**config.mk**
```make
export PLATFORM = sky130hd
export DESIGN_NAME = fifo_param
export DESIGN_NICKNAME = d
export VERILOG_FILES = /design/src/rtl/fifo_param.sv
export SDC_FILE = /design/constraint.sdc
export NUM_CORES = 1
export LEC_CHECK = 0
export BUFFER_PORTS_ARGS = -buffer_cell sky130_fd_sc_hd__buf_2
export CAP_MARGIN = 20
export CORE_ASPECT_RATIO = 1.5
export CORE_MARGIN = 2
export CORE_UTILIZATION = 35
export DETAILED_ROUTE_END_ITERATION = 16
export GPL_ROUTABILITY_DRIVEN = 0
export PLACE_DENSITY_LB_ADDON = 0.08
export SLEW_MARGIN = 10
export SYNTH_ARGS = -nofsm -noshare
export SYNTH_HDL_FRONTEND = slang
export SYNTH_SLANG_ARGS = --single-unit
```
**constraint.sdc**
```tcl
create_clock -name clk -period 3.1 [get_ports clk]
set_clock_uncertainty 0.1 [all_clocks]
set_input_delay 0.62 -clock clk [delete_from_list [all_inputs] [get_ports clk]]
set_output_delay 0.62 -clock clk [all_outputs]
set_load 0.01 [all_outputs]
```
**src/rtl/fifo_param.sv**
```systemverilog
// rtl/fifo_param.sv - parametrised synchronous FIFO with occupancy, threshold flags and sticky errors
// Optional FIFO_FWFT_EN selects first-word-fall-through reads instead of a registered 1-cycle read.
module fifo_param #(
  parameter int DATA_WIDTH = 12,
  parameter int ADDR_WIDTH = 3
) (
  input  logic                  clk,
  input  logic                  reset,
  input  logic [DATA_WIDTH-1:0] data_in,
  input  logic                  push,
  input  logic                  pop,
  input  logic [ADDR_WIDTH:0]   almost_full_thr,
  input  logic [ADDR_WIDTH:0]   almost_empty_thr,
  output logic [DATA_WIDTH-1:0] data_out,
  output logic                  valid_out,
  output logic                  full,
  output logic                  empty,
  output logic                  almost_full,
  output logic                  almost_empty,
  output logic [ADDR_WIDTH:0]   count,
  output logic                  overflow,
  output logic                  underflow
);

  localparam int DEPTH = 2 ** ADDR_WIDTH;
  localparam logic [ADDR_WIDTH:0] DEPTH_C = (ADDR_WIDTH + 1)'(DEPTH);

  logic [DATA_WIDTH-1:0] mem_q [DEPTH];
  logic [ADDR_WIDTH-1:0] wr_ptr_q, rd_ptr_q;
  logic [ADDR_WIDTH:0]   count_q, count_d;
  logic                  overflow_q, underflow_q;
  logic                  pop_ok, push_ok;

  assign full         = (count_q == DEPTH_C);
  assign empty        = (count_q == '0);
  assign almost_full  = (count_q >= almost_full_thr);
  assign almost_empty = (count_q <= almost_empty_thr);
  assign count        = count_q;
  assign overflow     = overflow_q;
  assign underflow    = underflow_q;

  // A full FIFO still takes a push when a pop frees a slot in the same cycle.
  assign pop_ok  = pop & ~empty;
  assign push_ok = push & (~full | pop_ok);

  always_comb begin
    count_d = count_q;
    if (push_ok && !pop_ok) begin
      count_d = count_q + (ADDR_WIDTH + 1)'(1);
    end else if (pop_ok && !push_ok) begin
      count_d = count_q - (ADDR_WIDTH + 1)'(1);
    end
  end

  always_ff @(posedge clk) begin
    if (push_ok && !reset) begin
      mem_q[wr_ptr_q] <= data_in;
    end
  end

  always_ff @(posedge clk) begin
    if (reset) begin
      wr_ptr_q    <= '0;
      rd_ptr_q    <= '0;
      count_q     <= '0;
      overflow_q  <= 1'b0;
      underflow_q <= 1'b0;
    end else begin
      if (push_ok) begin
        wr_ptr_q <= wr_ptr_q + ADDR_WIDTH'(1);
      end
      if (pop_ok) begin
        rd_ptr_q <= rd_ptr_q + ADDR_WIDTH'(1);
      end
      count_q <= count_d;
      if (push && !push_ok) begin
        overflow_q <= 1'b1;
      end
      if (pop && !pop_ok) begin
        underflow_q <= 1'b1;
      end
    end
  end

`ifdef FIFO_FWFT_EN
  assign data_out  = empty ? '0 : mem_q[rd_ptr_q];
  assign valid_out = ~empty;
`else
  logic [DATA_WIDTH-1:0] data_out_q;
  logic                  valid_out_q;

  // data_out keeps the last popped word; only valid_out marks it as fresh.
  always_ff @(posedge clk) begin
    if (reset) begin
      data_out_q  <= '0;
      valid_out_q <= 1'b0;
    end else begin
      valid_out_q <= pop_ok;
      if (pop_ok) begin
        data_out_q <= mem_q[rd_ptr_q];
      end
    end
  end

  assign data_out  = data_out_q;
  assign valid_out = valid_out_q;
`endif

endmodule
```
---- After elaboration in Yosys (flattened, before gate mapping) ----
Memories as Yosys holds them, arrays and structs flattened. A register that Yosys moved wholly into a read port is not among the register bits.
Cells that the tools add are included.
operators by class
  reduce and logical (&&, ||, !) cells .... 10
  bitwise gates (word level) .............. 5
  equal/unequal tests ..................... 1
  $add $sub $neg .......................... 4
  order comparisons ....................... 2
  multiplexer cells ....................... 4
operators with widths
  cell                   number
  $mux W4                2
  $add A3 B1 Y3 const B  2
  $logic_and A1 B1 Y1    5
  $add A4 B1 Y4 const B  1
  $eq A4 B4 Y1 const B   1
  $ge A4 B4 Y1           1
  $le A4 B4 Y1           1
  $logic_not A4 Y1       1
  $sub A4 B1 Y4 const B  1
  $logic_not A1 Y1       3
  $and A1 B1 Y1          2
  $mux W1                2
  $not A1 Y1             2
  $reduce_bool A2 Y1     1
  $or A1 B1 Y1           1
word-level totals
  memories ................................ 1
  bits in registers ....................... 13
  word-level logic and storage cells ...... 33
  input port bits ......................... 24
  bits in writable memories ............... 96
  output and inout bits ................... 23
memory list
  memory  words  width  read ports  clocked after Yosys merged registers in  wr ports  line  text
  mem_q   8      12     1           1                                        1         28    logic [DATA_WIDTH-1:0] mem_q [DEPTH];

---- Longest topological paths before layout ----
Gate-level depths: netlist of run 1.
  depth in word-level cells ............... 9
  mapped depth ............................ 11
  mapped depth without buffers ............ 10

---- Worst setup path before layout of run 1 ----
OpenSTA, ideal clock, no wires.
  path type ............................... reg2reg
  start ................................... register count_q[3], in the netlist count[3]
  end ..................................... register count_q[3], in the netlist count[3]
  required time ........................... 2879 ps
  cell stages (with the launch flop) ...... 11
  library setup time ...................... 121 ps
  data arrival time ....................... 2551 ps
  slack ................................... 328 ps
  path buffers ............................ 0
  period minus slack after synthesis ...... 2772 ps
  cells stage by stage .................... dfxtp_1 -> or4b_4 -> o21ai_4 -> inv_4 -> ha_1 -> inv_1 -> ha_1 -> a21oi_1 -> a211oi_1 -> a31oi_1 -> mux2_2
between the ends
  cells in the longest elaborated chain, start to end .. 8
  elaborated cells on any way between the ends .. 16
  classes of those cells .................. 2 x add/sub; 1 x eq/ne; 2 x mux; 5 x bitwise; 6 x reduce/logical
ends and longest elaborated chain
  item                          line  text
  start, declared               30    logic [ADDR_WIDTH:0] count_q, count_d;
  start signal, assigned        75    count_q <= count_d;
  $logic_not A4 Y1              35    assign empty = (count_q == '0);
  $not A1 Y1                    43    assign pop_ok = pop & ~empty;
  $and A1 B1 Y1                 43
  $or A1 B1 Y1                  44    assign push_ok = push & (~full | pop_ok);
  $and A1 B1 Y1                 44
  $logic_not A1 Y1              50    end else if (pop_ok && !push_ok) begin
  $logic_and A1 B1 Y1           50
  $reduce_bool A2 Y1 (no line)  --
Parallel ways exist; a longest one is shown, timed or not. The select of a mux whose other input is x is not followed.
A chain may end at the register's enable or synchronous reset.

---- Worst setup path after layout of run 1 ----
  start ................................... register count_q[2], in the netlist count[2]
  end ..................................... register count_q[3], in the netlist count[3]
Same word-level chain as after synthesis.

==> results of run 1 <==
[area by class of cell]
class,count,area share
clock buffer,20,0.0739
clock inverter,12,0.0178
inverter,11,0.00741
multi-input combinational,140,0.232
sequential,121,0.573
tap,162,0.0343
timing repair buffer,64,0.0618
[worst paths after layout]
check | cells after the start | slack (ns) | startpoint | endpoint
worst max-delay path | 10 | 0.34 | count[2]$_SDFFE_PP0P_ | count[3]$_SDFFE_PP0P_
worst min-delay path | 1 | 0.38 | data_in[7] | mem_q[7][7]$_DFFE_PP_
worst max register to register | 10 | 0.34 | count[2]$_SDFFE_PP0P_ | count[3]$_SDFFE_PP0P_
worst min register to register | 2 | 0.39 | data_out[8]$_SDFFE_PP0P_ | data_out[8]$_SDFFE_PP0P_
[kinds of logic (layout without fill, tap and decap cells)]
logic type	after synthesis	after routing	synth area share
xor+xnor	6	6	0.0123
flops	121	121	0.695
compound gates	28	28	0.0393
mux	27	27	0.117
fa+ha+maj	14	14	0.0375
buf+inv	25	107	0.0290
simple gates	65	65	0.0694
[critical path, delay by kind of cell (launching register included)]
family | cells | cell delay [ns]
AO/OA/AOI/OAI | 4 | 0.63
buffers and inverters | 2 | 0.20
adder cells (fa/ha/maj) | 2 | 0.49
multiplexers | 1 | 0.34
flip-flops | 1 | 0.30
AND/OR/NAND/NOR | 1 | 0.57
[flip-flops by register name (all words and copies together), names as in the netlist]
signal	count
rd_ptr_q	3
valid_out	1
wr_ptr_q	3
overflow	1
mem_q	96
data_out	12
count	4
underflow	1
[through the flow]
stage | instances | instance area [um^2]
after floorplan | 286 | 4870
final | 530 | 5910
after global placement | 498 | 5370
after detailed placement | 498 | 5370
after CTS | 530 | 5910
after global routing | 530 | 5910
[report_power, final]
group / total, mW / switching, mW / internal (mW)
registers: 1.95 / 0.0642 / 1.89
logic: 1.20 / 0.633 / 0.562
clock network: 1.77 / 0.670 / 1.10
[placed cells by master, fill, tap and decap left out, types with 5 or more instances in the layout]
master,n
ha_1,13
clkinv_2,5
mux4_2,24
o22ai_1,12
buf_2,46
inv_1,10
dfxtp_1,24
clkbuf_16,17
nand2_1,5
nor3_2,7
edfxtp_1,96
nor2_1,32
buf_4,18
nor3_1,8
a21oi_1,5
[layer usage]
layer | track usage | vias to the layer above | part of all wire
met3 | 0.0465 | 11 | 0.034
met2 | 0.259 | 60 | 0.51
li1 | - | 1246 | -
met1 | 0.183 | 1390 | 0.44
met5 | 0 | - | 0
met4 | 0.0493 | 0 | 0.013
==> metrics.cfg, run 1 <==
[yosys]
synth_top_area_cell=edfxtp_1
avgSynthCellArea_um2=17.0
ys_warn_count=0
synth-seq-cells=121
synth_edf_count=96
syn_inst=286
syn_nets=324
ys.flop_type=edfxtp_1
synth_most_common_cell=edfxtp_1
synth_top_area_share=0.592
ys_top_cells_by_count=96 x edfxtp_1, 32 x nor2_1, 25 x dfxtp_1, 24 x mux4_2, 13 x ha_1
synthArstFlopShare=0
yosysSeqAreaShare=0.695
synth_cell_types=42
synth_area_um2=4870
yosys-top-cells-area=edfxtp_1 59%, mux4_2 11%, dfxtp_1 10%

[worst_setup_path]
worst-endpoint-arrival_ns=2.94
required_ns=3.29
critPathMostFrequentCell=ha_1
worstPathMaxFanout=4
cp-end-kind=flip-flop
critPathKind=reg -> reg
worst_setup_path_start_kind=flip-flop
cpPeakStageDelay_ns=0.57
crit_chain=or4b_4 > o21ai_4 > inv_4 > ha_1 > inv_1 > ha_1 > a21oi_1 > a211oi_1 > a31oi_1 > mux2_2
critical_path.slowest_cell=or4b_4

[grt]
grt_start_max_net_pins=27
grt_pass1_wl_mm=16.2
gr-total-overflow=0
grt_usage=0.152
antenna_found_initial=1
first_global_vias=2840

[sta]
fin_crit_sh=0.889
worst_pin_slew_ns=0.663
report.final.slew_viol_count=0
finalSetupViolations=0
hold_viol=0
layout_min_cycle_time_ns=2.76
worst_slack_ns=0.343
maxSlewHeadroom=0.556
fin_setup_tns_ns=0
rsz0062_at_grt=no
clock.fmax_mhz=363
hold_ws_ns=0.378

[clock_network]
cts_htree_levels=4
numCtsBuffers=17
cts.sinks=121
hold_buffers=0
post_cts_resized=0
cts-root-buf=clkbuf_16
clk_path_buf_depth=2
cts_setup_buffers=0
clk_pin_slew_ns=0.06
cts_tree=done
clkLatencyLatePin_ns=0.41

[power_and_ir_drop]
ir_drop_uv=338
leakagePower_nw=2.16
power.total_mw=4.91
p_per_area_nw_per_um2=831

[finish]
n_fill_cell=1234
final_util=0.437
regArea_um2=3380
final_nets=393
num_antenna_cells=0
drive_above_1_share=0.367
multi_input_area_um2=1370
areaGrowthSynthToFinish_pct=21.4

[status]
status=completed

[floorplanning]
die_area_um2=14900
ios=47
dieHeight_um=148
die_w_um=100
start_util=0.360
coreArea_um2=13500
core.rowCount=52

[detailed_routing]
drt-initial-drc-count=134
vias_per_cell=5.11
ant_nets=0
route.detailed.drc=0
wire_per_inst_um=19.3
wirelength_mm=10.2
dr_total_vias=2707
drt_first_pass_iters=4

[place]
dp_hpwl_mm=6.51
preCtsSetupSlack_ns=0.374
portBuffers=46

[hold_path]
hold_class=in -> reg

[job]
drv_cap=0

Power figures use the tool's default switching activity.
==> run 2, diff against run 1 <==
- CELL_PAD_IN_SITES_DETAIL_PLACEMENT: default -> 1
- CELL_PAD_IN_SITES_GLOBAL_PLACEMENT: default -> 2
==> run 2 against run 1 <==
  * Core utilization is essentially flat
  * Register-to-register slack lost 0.04 ns
  * Critical path depth is the same
  * Worst setup slack lost 0.045 ns
  * Die area is the same
  * Global-route usage grew 0.97 points
  * Final cell count shrank 0.38%
  * Clock-buffer cell count shrank 3
  * Largest power group unchanged
==> metrics.cfg, run 2 (same netlist as run 1, synthesis figures left out) <==
[sta]
fin_crit_sh=0.904  ; +0.0144
finalSetupViolations=0  ; unchanged
report.final.slew_viol_count=0  ; unchanged
layout_min_cycle_time_ns=2.80  ; +0.0447 ns
clock.fmax_mhz=357  ; -1.6%
rsz0062_at_grt=no
hold_viol=0  ; unchanged
fin_setup_tns_ns=0  ; unchanged
worst_pin_slew_ns=0.706  ; +0.0430 ns
maxSlewHeadroom=0.529  ; -0.0271

[clock_network]
clkLatencyLatePin_ns=0.41  ; about the same
cts_setup_buffers=0  ; unchanged
cts_htree_levels=4  ; unchanged
hold_buffers=0  ; unchanged
cts_tree=done
post_cts_resized=0  ; unchanged
clk_pin_slew_ns=0.06  ; about the same
clk_path_buf_depth=2  ; unchanged
cts-root-buf=clkbuf_16
cts.sinks=121  ; unchanged
numCtsBuffers=17  ; unchanged

[worst_setup_path]
cp.depth=10  ; unchanged
crit-reg2reg-capture=count[3]$_SDFFE_PP0P_
required_ns=3.29  ; about the same
crit_start=count[2]$_SDFFE_PP0P_
worst_setup_path_start_kind=flip-flop
worst-endpoint-arrival_ns=3.00  ; +0.06 ns
rr_startpoint=count[2]$_SDFFE_PP0P_
crit_family=compound AO/OA/AOI/OAI gates
critPathMostFrequentCell=ha_1
r2r_cells=10  ; unchanged
worstPathMaxFanout=4  ; unchanged
r2r_setup_slack_ns=0.30  ; -0.04 ns
critical_path.slowest_cell=or4b_4
crit_chain=or4b_4 > o21ai_4 > inv_4 > ha_1 > inv_1 > ha_1 > a21oi_1 > a211oi_1 > a31oi_1 > mux2_2
critPathKind=reg -> reg
cp-end-kind=flip-flop
critPathCapture=count[3]$_SDFFE_PP0P_
cpPeakStageDelay_ns=0.58  ; about the same
critical_path_buf_inv_count=2  ; unchanged

[floorplanning]
coreArea_um2=13500  ; unchanged
die_area_um2=14900  ; unchanged
ios=47  ; unchanged
start_util=0.360  ; unchanged
dieHeight_um=148  ; unchanged
core.rowCount=52  ; unchanged
die_w_um=100  ; unchanged

[place]
portBuffers=46  ; unchanged
dp_hpwl_mm=6.83  ; +4.9%

[power_and_ir_drop]
leakagePower_nw=2.14  ; -0.96%
power_frac_clock=0.364  ; +0.005
swShare=0.287  ; +0.00916
p_seq_frac=0.393  ; -0.004
p_int_mw=3.55  ; about the same
power.total_mw=4.98  ; +1.3%
p_switching_mw=1.43  ; +4.7%
ir_drop_uv=328  ; -2.7%
p_per_area_nw_per_um2=843  ; +1.4%
combPwrFrac=0.243  ; about the same

[hold_path]
hold_class=reg -> reg

[finish]
final_common_cell=edfxtp_1
registers.top_by_ff_count=mem_q
num_antenna_cells=0  ; unchanged
n_fill_cell=1378  ; +12%
areaGrowthSynthToFinish_pct=21.3  ; about the same
drive_above_1_share=0.366  ; -0.000728
final_nets=391  ; -0.51%
final_cell_mix=96 x edfxtp_1, 46 x buf_2, 32 x nor2_1
largest_reg_flops=96  ; unchanged

[detailed_routing]
dr_total_vias=2715  ; +0.30%
drt-initial-drc-count=108  ; -19%
route.detailed.drc=0  ; unchanged
wirelength_mm=11.0  ; +7.1%
wire_per_inst_um=20.8  ; +7.5%
vias_per_cell=5.14  ; +0.68%
ant_nets=0  ; unchanged
drt_first_pass_iters=4  ; unchanged

[grt]
grt_pass1_wl_mm=17.2  ; +6.3%
first_global_vias=3017  ; +6.2%
grt_start_max_net_pins=31  ; +15%
grt_usage=0.162  ; +0.00972
antenna_found_initial=0  ; -1
gr-total-overflow=0  ; unchanged

[job]
drv_cap=0  ; unchanged

[status]
status=completed

[run 2: changes by cell type in the layout (fill, tap and decap cells not counted), sizes merged]
cell / change
clkinvlp: +4
clkbuf: -3
clkinv: -3
buf: -2
inv: +2
[run 2: worst min-delay path, stage by stage, from the launching register on]
cell	delay (ns)
dfxtp_1	0.32
a21oi_1	0.04
nor2_1	0.07
[run 2: metal layers]
metal | up-vias | part of all wire | GRT usage
met5 | - | 0 | 0
met3 | 14 | 0.031 | 0.0371
met1 | 1395 | 0.42 | 0.190
met4 | 0 | 0.015 | 0.0548
met2 | 64 | 0.53 | 0.289
li1 | 1242 | - | -
[run 2: stage by stage]
stage                     cells  utilization  hold WS (ns)  area [um^2]  setup slack (ns)
final                       528        0.436         0.367         5910             0.298
after global routing        528        0.436         0.381         5910             0.133
after CTS                   528        0.436         0.371         5910             0.275
after detailed placement    496        0.396         0.359         5350             0.313
after global placement      496        0.396         0.357         5350             0.385
after floorplan             286            -         0.402         4870             0.328
[run 2: final cells by class]
class,count,area [um^2],share of cell area
Multi-Input combinational cell,140,1370,0.232
Timing Repair Buffer,62,350,0.0593
Tap cell,162,203,0.0343
Sequential cell,121,3380,0.573
Clock buffer,17,425,0.0720
Inverter,11,43.8,0.00742
Clock inverter,15,128,0.0216
[run 2: worst min-delay path by stage]
stage / startpoint / endpoint / slack [ns] / depth (start not counted)
2_1_floorplan: overflow$_SDFFE_PP0P_ / overflow$_SDFFE_PP0P_ / 0.40 / 2
3_3_place_gp: overflow$_SDFFE_PP0P_ / overflow$_SDFFE_PP0P_ / 0.36 / 2
3_5_place_dp: overflow$_SDFFE_PP0P_ / overflow$_SDFFE_PP0P_ / 0.36 / 2
4_1_cts: data_in[11] / mem_q[2][11]$_DFFE_PP_ / 0.37 / 1
5_1_grt: data_in[1] / mem_q[3][1]$_DFFE_PP_ / 0.38 / 1
6_report: overflow$_SDFFE_PP0P_ / overflow$_SDFFE_PP0P_ / 0.37 / 2
[run 2: power by group through the flow]
stage / Clock [mW] / Sequential [mW] / Combinational [mW]
after floorplan: 0 / 2.04 / 0.818
after global placement: 0 / 1.99 / 1.23
after detailed placement: 0 / 1.99 / 1.25
after CTS: 1.85 / 1.96 / 1.25
after global routing: 1.92 / 1.98 / 1.36
final: 1.81 / 1.96 / 1.21
